<file path="config.mk">
export PLATFORM = sky130hd
export DESIGN_NAME = mouse_init_ctrl
export DESIGN_NICKNAME = d
export VERILOG_FILES = /design/src/rtl/mouse_init_ctrl.sv
export SDC_FILE = /design/constraint.sdc
export NUM_CORES = 1
export LEC_CHECK = 0
export BUFFER_PORTS_ARGS = -buffer_cell sky130_fd_sc_hd__buf_4
export CAP_MARGIN = 5
export CORE_MARGIN = 2
export CORE_UTILIZATION = 29
export CTS_CLUSTER_DIAMETER = 80
export DETAILED_ROUTE_END_ITERATION = 7
export SLEW_MARGIN = 20
export SYNTH_ARGS = -nofsm -noshare
export SYNTH_HDL_FRONTEND = slang
export SYNTH_SLANG_ARGS = --single-unit
</file>
<file path="constraint.sdc">
create_clock -name clk -period 4.7 [get_ports clk]
set_input_delay 0.705 -clock clk [delete_from_list [all_inputs] [get_ports clk]]
set_output_delay 0.705 -clock clk [all_outputs]
set_load 0.03 [all_outputs]
</file>
<file path="src/rtl/mouse_init_ctrl.sv">
// PS/2 mouse bring-up controller: waits out mouse power-up, sends reset (FF),
// checks ACK/self-test/ID, enables streaming (F4), then assembles 3-byte
// movement packets. Failed attempts are retried; too many failures latch ERROR.
module mouse_init_ctrl #(
   parameter logic [23:0] POWERUP_CYCLES = 24'd5_000_000,
   parameter logic [23:0] TIMEOUT_CYCLES = 24'd10_000_000,
   parameter int unsigned MAX_RETRIES    = 3
) (
   input  logic        clk,
   input  logic        rst_n,
   input  logic        idle_status,
   input  logic        done_writing,
   input  logic        rx_valid,
   input  logic [7:0]  rx_data,
   output logic        write_to_mouse,
   output logic [7:0]  data_to_write,
   output logic        init_done,
   output logic        init_error,
   output logic        packet_valid,
   output logic [23:0] packet_data
);

   typedef enum logic [3:0] {
      StPowerup, StSendRst, StWrRst, StAckRst, StSelftest, StId,
      StSendEn, StWrEn, StAckEn, StStream, StError
   } state_e;

   state_e      r_state, w_state_d;
   logic [23:0] r_cnt, w_cnt_d;
   logic [7:0]  r_retry, w_retry_inc;
   logic        r_write, w_wr_req;
   logic [7:0]  r_data, w_wr_byte;
   logic        w_fail, w_count_en, w_pwr_done, w_timeout;
   logic [1:0]  r_idx;
   logic [7:0]  r_byte0, r_byte1;
   logic        r_pkt_valid;
   logic [23:0] r_pkt_data;

   // One shared counter: power-up delay in POWERUP, timeout in the wait states.
   assign w_pwr_done  = ({8'd0, r_cnt} + 32'd1) >= {8'd0, POWERUP_CYCLES};
   assign w_timeout   = ({8'd0, r_cnt} + 32'd1) >= {8'd0, TIMEOUT_CYCLES};
   assign w_retry_inc = r_retry + 8'd1;

   // Next-state, write request and failure detection.
   always_comb begin
      w_state_d  = r_state;
      w_fail     = 1'b0;
      w_wr_req   = 1'b0;
      w_wr_byte  = 8'h00;
      w_count_en = 1'b0;
      case (r_state)
         StPowerup: begin
            w_count_en = 1'b1;
            if (w_pwr_done) w_state_d = StSendRst;
         end
         StSendRst: begin
            if (idle_status) begin
               w_wr_req  = 1'b1;
               w_wr_byte = 8'hFF;
               w_state_d = StWrRst;
            end
         end
         StSendEn: begin
            if (idle_status) begin
               w_wr_req  = 1'b1;
               w_wr_byte = 8'hF4;
               w_state_d = StWrEn;
            end
         end
         StWrRst, StWrEn: begin
            w_count_en = 1'b1;
            if (done_writing) w_state_d = (r_state == StWrRst) ? StAckRst : StAckEn;
            else if (w_timeout) w_fail = 1'b1;
         end
         StAckRst, StAckEn: begin
            w_count_en = 1'b1;
            if (rx_valid) begin
               if (rx_data == 8'hFA) w_state_d = (r_state == StAckRst) ? StSelftest : StStream;
               else if (rx_data == 8'hFE) w_state_d = (r_state == StAckRst) ? StSendRst : StSendEn;
               else w_fail = 1'b1;
            end else if (w_timeout) begin
               w_fail = 1'b1;
            end
         end
         StSelftest: begin
            w_count_en = 1'b1;
            if (rx_valid) begin
               if (rx_data == 8'hAA) w_state_d = StId;
               else w_fail = 1'b1;
            end else if (w_timeout) begin
               w_fail = 1'b1;
            end
         end
         StId: begin
            w_count_en = 1'b1;
            if (rx_valid) w_state_d = StSendEn;
            else if (w_timeout) w_fail = 1'b1;
         end
         StStream, StError: ;
         default: w_state_d = StPowerup;
      endcase
      if (w_fail) w_state_d = ({24'd0, w_retry_inc} < MAX_RETRIES) ? StSendRst : StError;
      // Every failure or success leaves the state, so "state change" doubles as counter clear.
      if (!w_count_en || (w_state_d != r_state)) w_cnt_d = '0;
      else w_cnt_d = r_cnt + 24'd1;
   end

   // Control state, counters and the registered write request.
   always_ff @(posedge clk) begin
      if (!rst_n) begin
         r_state <= StPowerup;
         r_cnt   <= '0;
         r_retry <= '0;
         r_write <= 1'b0;
         r_data  <= 8'h00;
      end else begin
         r_state <= w_state_d;
         r_cnt   <= w_cnt_d;
         r_write <= w_wr_req;
         if (w_wr_req) r_data <= w_wr_byte;
         if (w_fail) r_retry <= w_retry_inc;
      end
   end

   // Packet assembly in STREAM; byte 0 must carry the always-one bit 3 to resync.
   always_ff @(posedge clk) begin
      if (!rst_n) begin
         r_idx       <= 2'd0;
         r_byte0     <= 8'h00;
         r_byte1     <= 8'h00;
         r_pkt_valid <= 1'b0;
         r_pkt_data  <= 24'h0;
      end else begin
         r_pkt_valid <= 1'b0;
         if (r_state == StStream && rx_valid) begin
            case (r_idx)
               2'd0: begin
                  if (rx_data[3]) begin
                     r_byte0 <= rx_data;
                     r_idx   <= 2'd1;
                  end
               end
               2'd1: begin
                  r_byte1 <= rx_data;
                  r_idx   <= 2'd2;
               end
               default: begin
                  r_pkt_data  <= {rx_data, r_byte1, r_byte0};
                  r_pkt_valid <= 1'b1;
                  r_idx       <= 2'd0;
               end
            endcase
         end
      end
   end

   assign write_to_mouse = r_write;
   assign data_to_write  = r_data;
   assign init_done      = (r_state == StStream);
   assign init_error     = (r_state == StError);
   assign packet_valid   = r_pkt_valid;
   assign packet_data    = r_pkt_data;

endmodule

</file>
==> run_results.csv, run 1 <==
group,metric,value,unit
timing,relSlewSlack,36.9,%
global_route,overflow,0,
global_route,antenna_found_initial,0,
synth,synth_edf_count,0,
placed_design,dpl.hpwl,7.46,mm
run,max_cap_violations,0,
synth,yosysTopAreaCell,"dfxtp_1",
global_route,grt_max_degree,36,
global_route,grt.total_usage,13.1,%
synth,avgSynthCellArea,8.81,um2
placed_design,dpl.cell_count,733,
floorplan,ios,49,
synth,ys_async_sr_fraction,0,%
drt,finalWirelength,10.9,mm
min_path,worstHoldEndpoint,"r_byte1[6]",
timing,post-route-period-util,85.4,%
timing,worst_slew_pin_slew,0.947,ns
cells_and_area,antenna_cells,0,
cells_and_area,fin_cells,748,
clocking,cts_num_sinks,82,
synth,seq_area_frac_synth,36.1,%
cells_and_area,layout.nets,550,
setup_path,cp.arrival,4.25,ns
floorplan,die-height,129,um
timing,hold_viol,0,
clocking,post_cts_buffers,0,
cells_and_area,drive_gt1_share,19.7,%
synth,synth_commonest_cells,"82 x dfxtp_1, 47 x nand2_1, 30 x nor2_1, 27 x nand3_1, 25 x clkbuf_1",
floorplan,die_area,16700,um2
cells_and_area,fin_util,34.5,%
synth,yosysMostFrequentCell,"dfxtp_1",
cells_and_area,area_growth,15.8,%
floorplan,die_x,129,um
drt,vias_per_cell,5.20,
synth,yosysUniqueCellTypes,66,
setup_path,path_class,"register to register",
placed_design,placed_cell_area,4980,um2
power,total_power,1450,uW
clocking,cts_root_buf,"clkbuf_16",
synth,synth_top_area_share,36.1,%
setup_path,reg2reg_slack,0.69,ns
floorplan,coreArea,15300,um2
clocking,clk_latency,0.34,ns
timing,fin_worst_skew,0.00846,ns
timing,rsz0062_at_grt,"no",
setup_path,required,4.93,ns
drt,vias,3892,
setup_path,end_kind,"register",
global_route,grt_first_pass_wirelength,17.8,mm
cells_and_area,stdcell_area,5270,um2
min_path,hold_class,"register to register",
drt,drtIter0Drc,353,
clocking,clkTransAtPathRegs,0.06,ns
timing,fmax,249,MHz
drt,drtAntennaViolNets,0,
drt,drc,0,
clocking,htree_num_levels,3,
placed_design,io_buffers,48,
clocking,cts_resized,0,
timing,min_period,4.01,ns
min_path,hp-start,"r_byte1[6]",
floorplan,initial_utilization,29.8,%
timing,finalSetupViolCount,0,
setup_path,worstRegToRegCells,13,
timing,setup_tns,0,ns
synth,synth_area,4550,um2
clocking,clockBufferDepth,2,
synth,ys_warn_count,0,
timing,slew_viol_final,0,
setup_path,rr_endpoint,"r_cnt[14]",
synth,ys_ff_latch,82,
setup_path,start_kind,"register",
drt,firstDrtPassIters,4,
setup_path,r2r_start,"r_cnt[0]",
power,irDropWorstVdd,0.147,mV
placed_design,gp_congestion,0.878,
status,status,"finished clean",
global_route,first_global_vias,3502,
setup_path,crit_fanout,24,
power,p_per_area,275,nW/um2
drt,wl_per_cell,14.6,um
synth,synthFlopType,"dfxtp_1",
synth,syn-num-nets,533,
clocking,hold_buffers,0,
floorplan,std_cell_rows,45,
synth,synth_cells,516,
clocking,cts_made_buffers,9,
power,leakage,0.00191,uW
clocking,cts_tree,"done",
synth,synth_area_leaders,"dfxtp_1 36%, nor4_2 5.2%, a22o_1 4.6%",
min_path,hold-path-cell-count,2,
-- cells in the final DEF, fill, tap and decap left out, types with 9 or more instances in the layout --
master | Yosys | layout
a21boi_0 | 12 | 12
a21oi_1 | 15 | 15
a22o_1 | 24 | 24
and2_1 | 9 | 9
buf_4 | 8 | 53
clkbuf_16 | 0 | 9
dfxtp_1 | 82 | 82
inv_1 | 9 | 9
mux2i_1 | 12 | 12
nand2_1 | 47 | 47
nand3_1 | 27 | 27
nand4_1 | 12 | 12
nor2_1 | 30 | 30
nor2b_1 | 13 | 13
nor3_1 | 14 | 14
nor4_1 | 11 | 11
nor4_2 | 19 | 19
o21ai_0 | 11 | 11
xnor2_1 | 21 | 21
xor2_1 | 12 | 12
-- metrics by stage --
step                      setup slack (ns)  hold WS (ns)
after detailed placement             0.755         0.460
after global routing                 0.422         0.489
after CTS                            0.731         0.468
final                                0.687         0.469
after global placement               0.889         0.446
after floorplan                       1.50         0.435
-- power breakdown --
part	switching [uW]	internal, uW
Clock	297	390
Sequential	5.92	699
Combinational	37.5	22.5
Total	340	1110
-- critical path, stage by stage (launching register included) --
cell and delay (ns):
dfxtp_1 0.45, ha_1 0.26, nand3_1 0.24, nor2_2 0.28
nand3_1 0.12, xor2_1 0.20, nor4_1 0.24, nor2_1 0.11
o41a_2 0.54, o21ai_4 0.40, mux2i_2 0.32, xnor2_2 0.08
buf_4 0.27, nor4b_1 0.36
-- per-layer routing --
| metal | vias to the layer above | GRT usage, % | share of wire (%) |
|---|---|---|---|
| met4 | 0 | 5.24 | 1.9 |
| met5 | - | 0 | 0 |
| li1 | 1916 | - | - |
| met2 | 85 | 20.4 | 47 |
| met1 | 1874 | 17.8 | 47 |
| met3 | 17 | 2.64 | 4.2 |
-- state kept, by name, indices dropped and copies added (netlist names) --
| register | count |
|---|---|
| data_to_write | 2 |
| packet_data | 24 |
| packet_valid | 1 |
| r_byte0 | 8 |
| r_byte1 | 8 |
| r_cnt | 24 |
| r_idx | 2 |
| r_retry | 8 |
| r_state | 4 |
| write_to_mouse | 1 |
-- how the worst max path moves through the flow --
stage                     cells past startpoint        end  slack, ns     start
final                                        13  r_cnt[14]       0.69  r_cnt[0]
after global routing                         13  r_cnt[14]       0.42  r_cnt[0]
after CTS                                    13  r_cnt[14]       0.73  r_cnt[0]
after detailed placement                     13  r_cnt[14]       0.75  r_cnt[0]
after global placement                       13  r_cnt[14]       0.89  r_cnt[0]
after floorplan                              14  r_cnt[15]       1.50  r_cnt[0]
-- layout make-up --
class                           count  area (um2)
Fill cell                        1554        9990
Clock inverter                      4        33.8
Multi-Input combinational cell    377        2640
Timing Repair Buffer               53         398
Inverter                           10        37.5
Tap cell                          211         264
Clock buffer                       11         253
Sequential cell                    82        1640
-- logic make-up (layout without fill, tap and decap cells) --
kind of cell / count (synthesis) / count (layout) / synth area share [%]
mux: 14 / 14 / 3.19
flops: 82 / 82 / 36.1
simple gates: 219 / 219 / 29.6
xor+xnor: 34 / 34 / 6.71
compound gates: 106 / 106 / 17.3
fa+ha+maj: 4 / 4 / 1.10
buf+inv: 57 / 78 / 6.00
No activity file was read; power rests on OpenSTA's default activity.
==> inputs of run 2 (changes only) <==
--- a/config.mk
+++ b/config.mk
@@ -7,7 +7,6 @@
 export LEC_CHECK = 0
 export BUFFER_PORTS_ARGS = -buffer_cell sky130_fd_sc_hd__buf_4
 export CAP_MARGIN = 5
-export CORE_MARGIN = 2
 export CORE_UTILIZATION = 29
 export CTS_CLUSTER_DIAMETER = 80
 export DETAILED_ROUTE_END_ITERATION = 7
==> run 2 against run 1 <==
Clock-buffer cell count down 2. Critical path depth did not move. First-iteration DRC count up 18%. Utilization increased by 0.23 points. Final cell count up 0.13%. Total power is 4.7% higher. Sequential share of layout area shrank 0.21 points. Combinational power up 0.7%. Largest power group is now clock. Highest routed layer unchanged.
==> run_results.csv, run 2 (synthesis results as in run 1) <==
group,metric,value,unit
status,status,"finished clean",
cells_and_area,final_cell_mix,"82 x dfxtp_1, 53 x buf_4, 47 x nand2_1",
timing,relSlewSlack,35.0,%
power,clockPowerShare,49.7,%
global_route,overflow,0,
setup_path,start_kind,"register",
setup_path,crit_family,"compound AO/OA/AOI/OAI gates",
cells_and_area,layout.nets,550,
drt,wl_met2,5.07,mm
power,irDropWorstVdd,0.190,mV
drt,drtAntennaViolNets,0,
global_route,grt_max_degree,36,
setup_path,end_kind,"register",
timing,fmax,257,MHz
floorplan,ios,49,
placed_design,gp_congestion,0.881,
setup_path,worstRegToRegCells,13,
clocking,hold_buffers,0,
floorplan,die-height,127,um
clocking,htree_num_levels,3,
power,combPwrFrac,4.0,%
timing,finalSetupViolCount,0,
power,netSwitchingFraction,24.4,%
drt,vias_per_cell,5.14,
cells_and_area,drive_gt1_share,19.9,%
floorplan,initial_utilization,29.8,%
clocking,cts_num_sinks,82,
min_path,worstHoldEndpoint,"r_byte1[1]",
drt,drtIter0Drc,417,
drt,vias,3850,
power,seq_power_share,46.4,%
clocking,clockBufferDepth,2,
cells_and_area,fillers,1536,
drt,dr_wl_met3,324,um
clocking,cts_made_buffers,9,
setup_path,path_buf_inv,1,
cells_and_area,final_common_cell,"dfxtp_1",
clocking,clkTransAtPathRegs,0.07,ns
power,leakage,0.00192,uW
setup_path,critPathMaxStageDelay,0.55,ns
drt,drc,0,
power,p_per_area,287,nW/um2
clocking,cts_resized,0,
min_path,hold-path-cell-count,2,
timing,rsz0062_at_grt,"no",
clocking,clk_latency,0.35,ns
setup_path,rr_endpoint,"r_cnt[1]",
drt,firstDrtPassIters,5,
power,power.internal,1150,uW
timing,worst_slew_pin_slew,0.975,ns
run,max_cap_violations,0,
setup_path,slowest_stage,"o41a_2",
floorplan,std_cell_rows,45,
floorplan,coreArea,15300,um2
drt,finalWirelength,10.8,mm
clocking,cts_tree,"done",
floorplan,die_x,127,um
cells_and_area,fin_util,34.8,%
cells_and_area,stdcell_area,5300,um2
setup_path,reg2reg_slack,0.81,ns
drt,wl_per_cell,14.5,um
global_route,grt.total_usage,14.2,%
timing,slew_viol_final,0,
setup_path,path_cells,"ha_1 > and3_1 > nand4_4 > nor2_2 > o2111ai_1 > o31ai_1 > o211ai_1 > o41a_2 > o21ai_4 > mux2i_2 > xnor2_2 > buf_4 > nor4b_1",
timing,whs,0.466,ns
drt,top_layer_used,"met4",
placed_design,placed_cell_area,4980,um2
floorplan,die_area,16200,um2
drt,drt-met1-wl,5.32,mm
timing,min_period,3.89,ns
timing,hold_viol,0,
setup_path,required,4.95,ns
timing,setup_tns,0,ns
placed_design,dpl.hpwl,7.50,mm
cells_and_area,antenna_cells,0,
setup_path,path_class,"register to register",
clocking,cts_root_buf,"clkbuf_16",
min_path,hp-start,"r_byte1[1]",
setup_path,r2r_start,"r_cnt[0]",
setup_path,cp.arrival,4.15,ns
placed_design,io_buffers,48,
min_path,hold_class,"register to register",
setup_path,crit_fanout,24,
global_route,first_global_vias,3606,
clocking,post_cts_buffers,0,
cells_and_area,multi_input_area,2640,um2
global_route,antenna_found_initial,0,
timing,post-route-period-util,82.8,%
power,switchingPower,371,uW
global_route,grt_first_pass_wirelength,18.4,mm
cells_and_area,area_growth,16.6,%
cells_and_area,seq_area,1640,um2
timing,fin_worst_skew,0.00709,ns
run 2: worst max-delay path by stage:
stage	startpoint	to	slack, ns	cells past startpoint
floorplan	r_cnt[0]	r_cnt[15]	1.50	14
global route	r_cnt[0]	r_cnt[20]	0.49	13
CTS	r_cnt[0]	r_cnt[1]	0.78	13
global placement	r_cnt[0]	r_cnt[1]	0.96	13
finish	r_cnt[0]	r_cnt[1]	0.81	13
detailed placement	r_cnt[0]	r_cnt[1]	0.80	13
run 2: cell type report:
class                      count  area share, %
sequential                    82           31.0
clock inverter                 7           1.82
clock buffer                   9           4.25
tap                          211           4.98
timing repair buffer          53           7.50
multi-input combinational    377           49.8
inverter                      10          0.708
run 2: stage by stage:
step	setup slack (ns)	cells	total power, uW
detailed placement	0.801	733	781
floorplan	1.50	516	756
finish	0.807	749	1520
global route	0.487	749	1580
global placement	0.964	733	779
CTS	0.778	749	1540
run 2: worst min-delay path: cells and delay by family, from the launching register on:
kind / cells / cell delay [ns]
AOI/OAI and AO/OA: 1 / 0.06
DFF: 1 / 0.31
and+or+nand+nor: 1 / 0.05
run 2: metal layers:
layer  GRT usage [%]  up-vias
li1                -     1918
met1            19.2     1841
met2            22.4       79
met3            2.30       12
met4            6.09        0
met5               0        -
run 2: power groups by stage:
| stage | logic [uW] | registers, uW | clock network [uW] |
|---|---|---|---|
| after CTS | 60.7 | 704 | 773 |
| final | 60.4 | 704 | 755 |
| after detailed placement | 60.5 | 720 | 0 |
| after global routing | 65.8 | 705 | 807 |
| after floorplan | 33.9 | 722 | 0 |
| after global placement | 59.8 | 720 | 0 |
==> inputs of run 3 (changes only) <==
==> constraint.sdc (replaced) <==
create_clock -name clk -period 3.6 [get_ports clk]
set_input_delay 0.54 -clock clk [delete_from_list [all_inputs] [get_ports clk]]
set_output_delay 0.54 -clock clk [all_outputs]
set_load 0.03 [all_outputs]
==> run 3 against run 2 <==
Critical path depth is 1 lower. Register-to-register slack worse by 0.55 ns. Clock power increased by 32%. Setup slack worse by 0.55 ns. Largest cell class unchanged. Highest routed layer unchanged. First-iteration DRC count down 24%. Total power increased by 32%. Non-clock buffer count rose by 36.
==> run_results.csv, run 3 (synthesis results as in run 1) <==
group,metric,value,unit
min_path,hold_class,"primary input to register",
setup_path,crit_family,"simple AND/OR/NAND/NOR gates",
setup_path,reg2reg_slack,0.26,ns
setup_path,critPathMaxStageDelay,0.53,ns
placed_design,io_buffers,48,
setup_path,end_kind,"register",
global_route,grt.total_usage,14.9,%
status,status,"finished clean",
setup_path,path_class,"register to register",
clocking,clockBufferDepth,2,
floorplan,die-height,127,um
clocking,cts_tree,"done",
clocking,clkTransAtPathRegs,0.06,ns
global_route,grt_first_pass_wirelength,19.2,mm
setup_path,path_cells,"and4_2 > nand4_1 > or3_4 > nor2_1 > o211ai_1 > o41a_2 > buf_4 > o21ai_4 > mux2i_2 > xnor2_2 > buf_12 > nor4_2",
setup_path,start_kind,"register",
global_route,first_global_vias,3859,
floorplan,initial_utilization,29.8,%
drt,drc,0,
drt,drtAntennaViolNets,0,
timing,rsz0062_at_grt,"no",
placed_design,placed_cell_area,5260,um2
drt,wl_per_cell,14.8,um
cells_and_area,stdcell_area,5650,um2
power,p_per_area,355,nW/um2
timing,fin_worst_skew,0.00851,ns
cells_and_area,final_cell_mix,"88 x buf_4, 78 x dfxtp_1, 47 x nand2_1",
setup_path,slowest_stage,"o41a_2",
timing,relSlewSlack,35.3,%
global_route,overflow,0,
drt,drtIter0Drc,316,
run,max_cap_violations,0,
floorplan,std_cell_rows,45,
placed_design,dpl.cell_count,768,
clocking,cts_made_buffers,9,
timing,fmax,299,MHz
cells_and_area,area_growth,24.2,%
cells_and_area,final_common_cell,"buf_4",
setup_path,crit_fanout,24,
timing,worst_slew_pin_slew,0.971,ns
floorplan,ios,49,
clocking,cts_root_buf,"clkbuf_16",
timing,min_period,3.34,ns
power,leakage,0.00212,uW
drt,finalWirelength,11.6,mm
setup_path,required,3.86,ns
cells_and_area,fin_cells,785,
power,total_power,2010,uW
setup_path,cp.arrival,3.60,ns
drt,firstDrtPassIters,5,
cells_and_area,antenna_cells,0,
clocking,hold_buffers,0,
drt,vias_per_cell,5.17,
drt,vias,4060,
timing,hold_viol,0,
global_route,antenna_found_initial,0,
placed_design,gp_congestion,0.942,
clocking,clk_latency,0.35,ns
floorplan,die_area,16200,um2
timing,slew_viol_final,0,
timing,whs,0.460,ns
placed_design,dpl.hpwl,8.17,mm
global_route,grt_max_degree,36,
cells_and_area,drive_gt1_share,27.5,%
cells_and_area,layout.nets,586,
clocking,cts_num_sinks,82,
setup_path,path_buf_inv,2,
floorplan,coreArea,15300,um2
power,irDropWorstVdd,0.257,mV
timing,post-route-period-util,92.9,%
timing,finalSetupViolCount,0,
clocking,htree_num_levels,3,
timing,setup_tns,0,ns
floorplan,die_x,127,um
==> run 3: cell types whose count changed in the layout (fill, tap and decap cells not counted), moves of 3 or more <==
cell,delta
inv_8,-3
dfxtp_2,+4
buf_4,+35
dfxtp_1,-4
and4_1,-3
==> run 3: through the flow <==
step | utilization [%] | setup WS, ns
2_1_floorplan | - | 0.396
3_3_place_gp | 34.4 | 0.138
3_5_place_dp | 34.4 | 0.0305
4_1_cts | 36.6 | 0.0747
5_1_grt | 37.0 | 0.0208
6_report | 37.0 | 0.256
==> run 3: final cells by class <==
class / count / area, um2
Clock buffer: 10 / 229
Clock inverter: 6 / 90.1
Fill cell: 1533 / 9610
Inverter: 10 / 37.5
Multi-Input combinational cell: 377 / 2700
Sequential cell: 82 / 1650
Tap cell: 211 / 264
Timing Repair Buffer: 89 / 681
==> run 3: worst register-to-register path, delay by kind of cell (launching register included) <==
family,cells,cell delay (ns)
AOI/OAI and AO/OA,3,0.80
xor gates and xnor gates,1,0.11
buffers and inverters,2,0.37
DFF,1,0.41
muxes,1,0.29
and+or+nand+nor,5,1.28
==> run 3: worst paths after layout <==
check	depth (start not counted)	startpoint	end
min reg2reg	2	r_byte1[0]	r_byte1[0]
max reg2reg	12	r_cnt[16]	r_cnt[22]
min	2	rx_data[1]	packet_data[17]
max	12	r_cnt[16]	r_cnt[22]
==> run 3: timing repair <==
| item | CTS | global route |
|---|---|---|
| pin swaps | 0 | 1 |
| endpoints found under the setup margin | 3 | 24 |
| resized for setup | 1 | 18 |
| buffers inserted | 0 | 1 |
==> run 3: power by group <==
| part | switching, uW | internal [uW] | leakage, uW |
|---|---|---|---|
| combinational | 52.3 | 32.2 | 0.00130 |
| clock | 392 | 610 | 0.000153 |
| sequential | 7.14 | 913 | 0.000662 |
| total | 452 | 1560 | 0.00212 |
==> run 3: layer usage <==
layer,track usage (%),share of wire (%)
met5,0,0
met4,6.02,1.6
met3,3.27,3.1
met2,24.4,48
met1,19.0,47
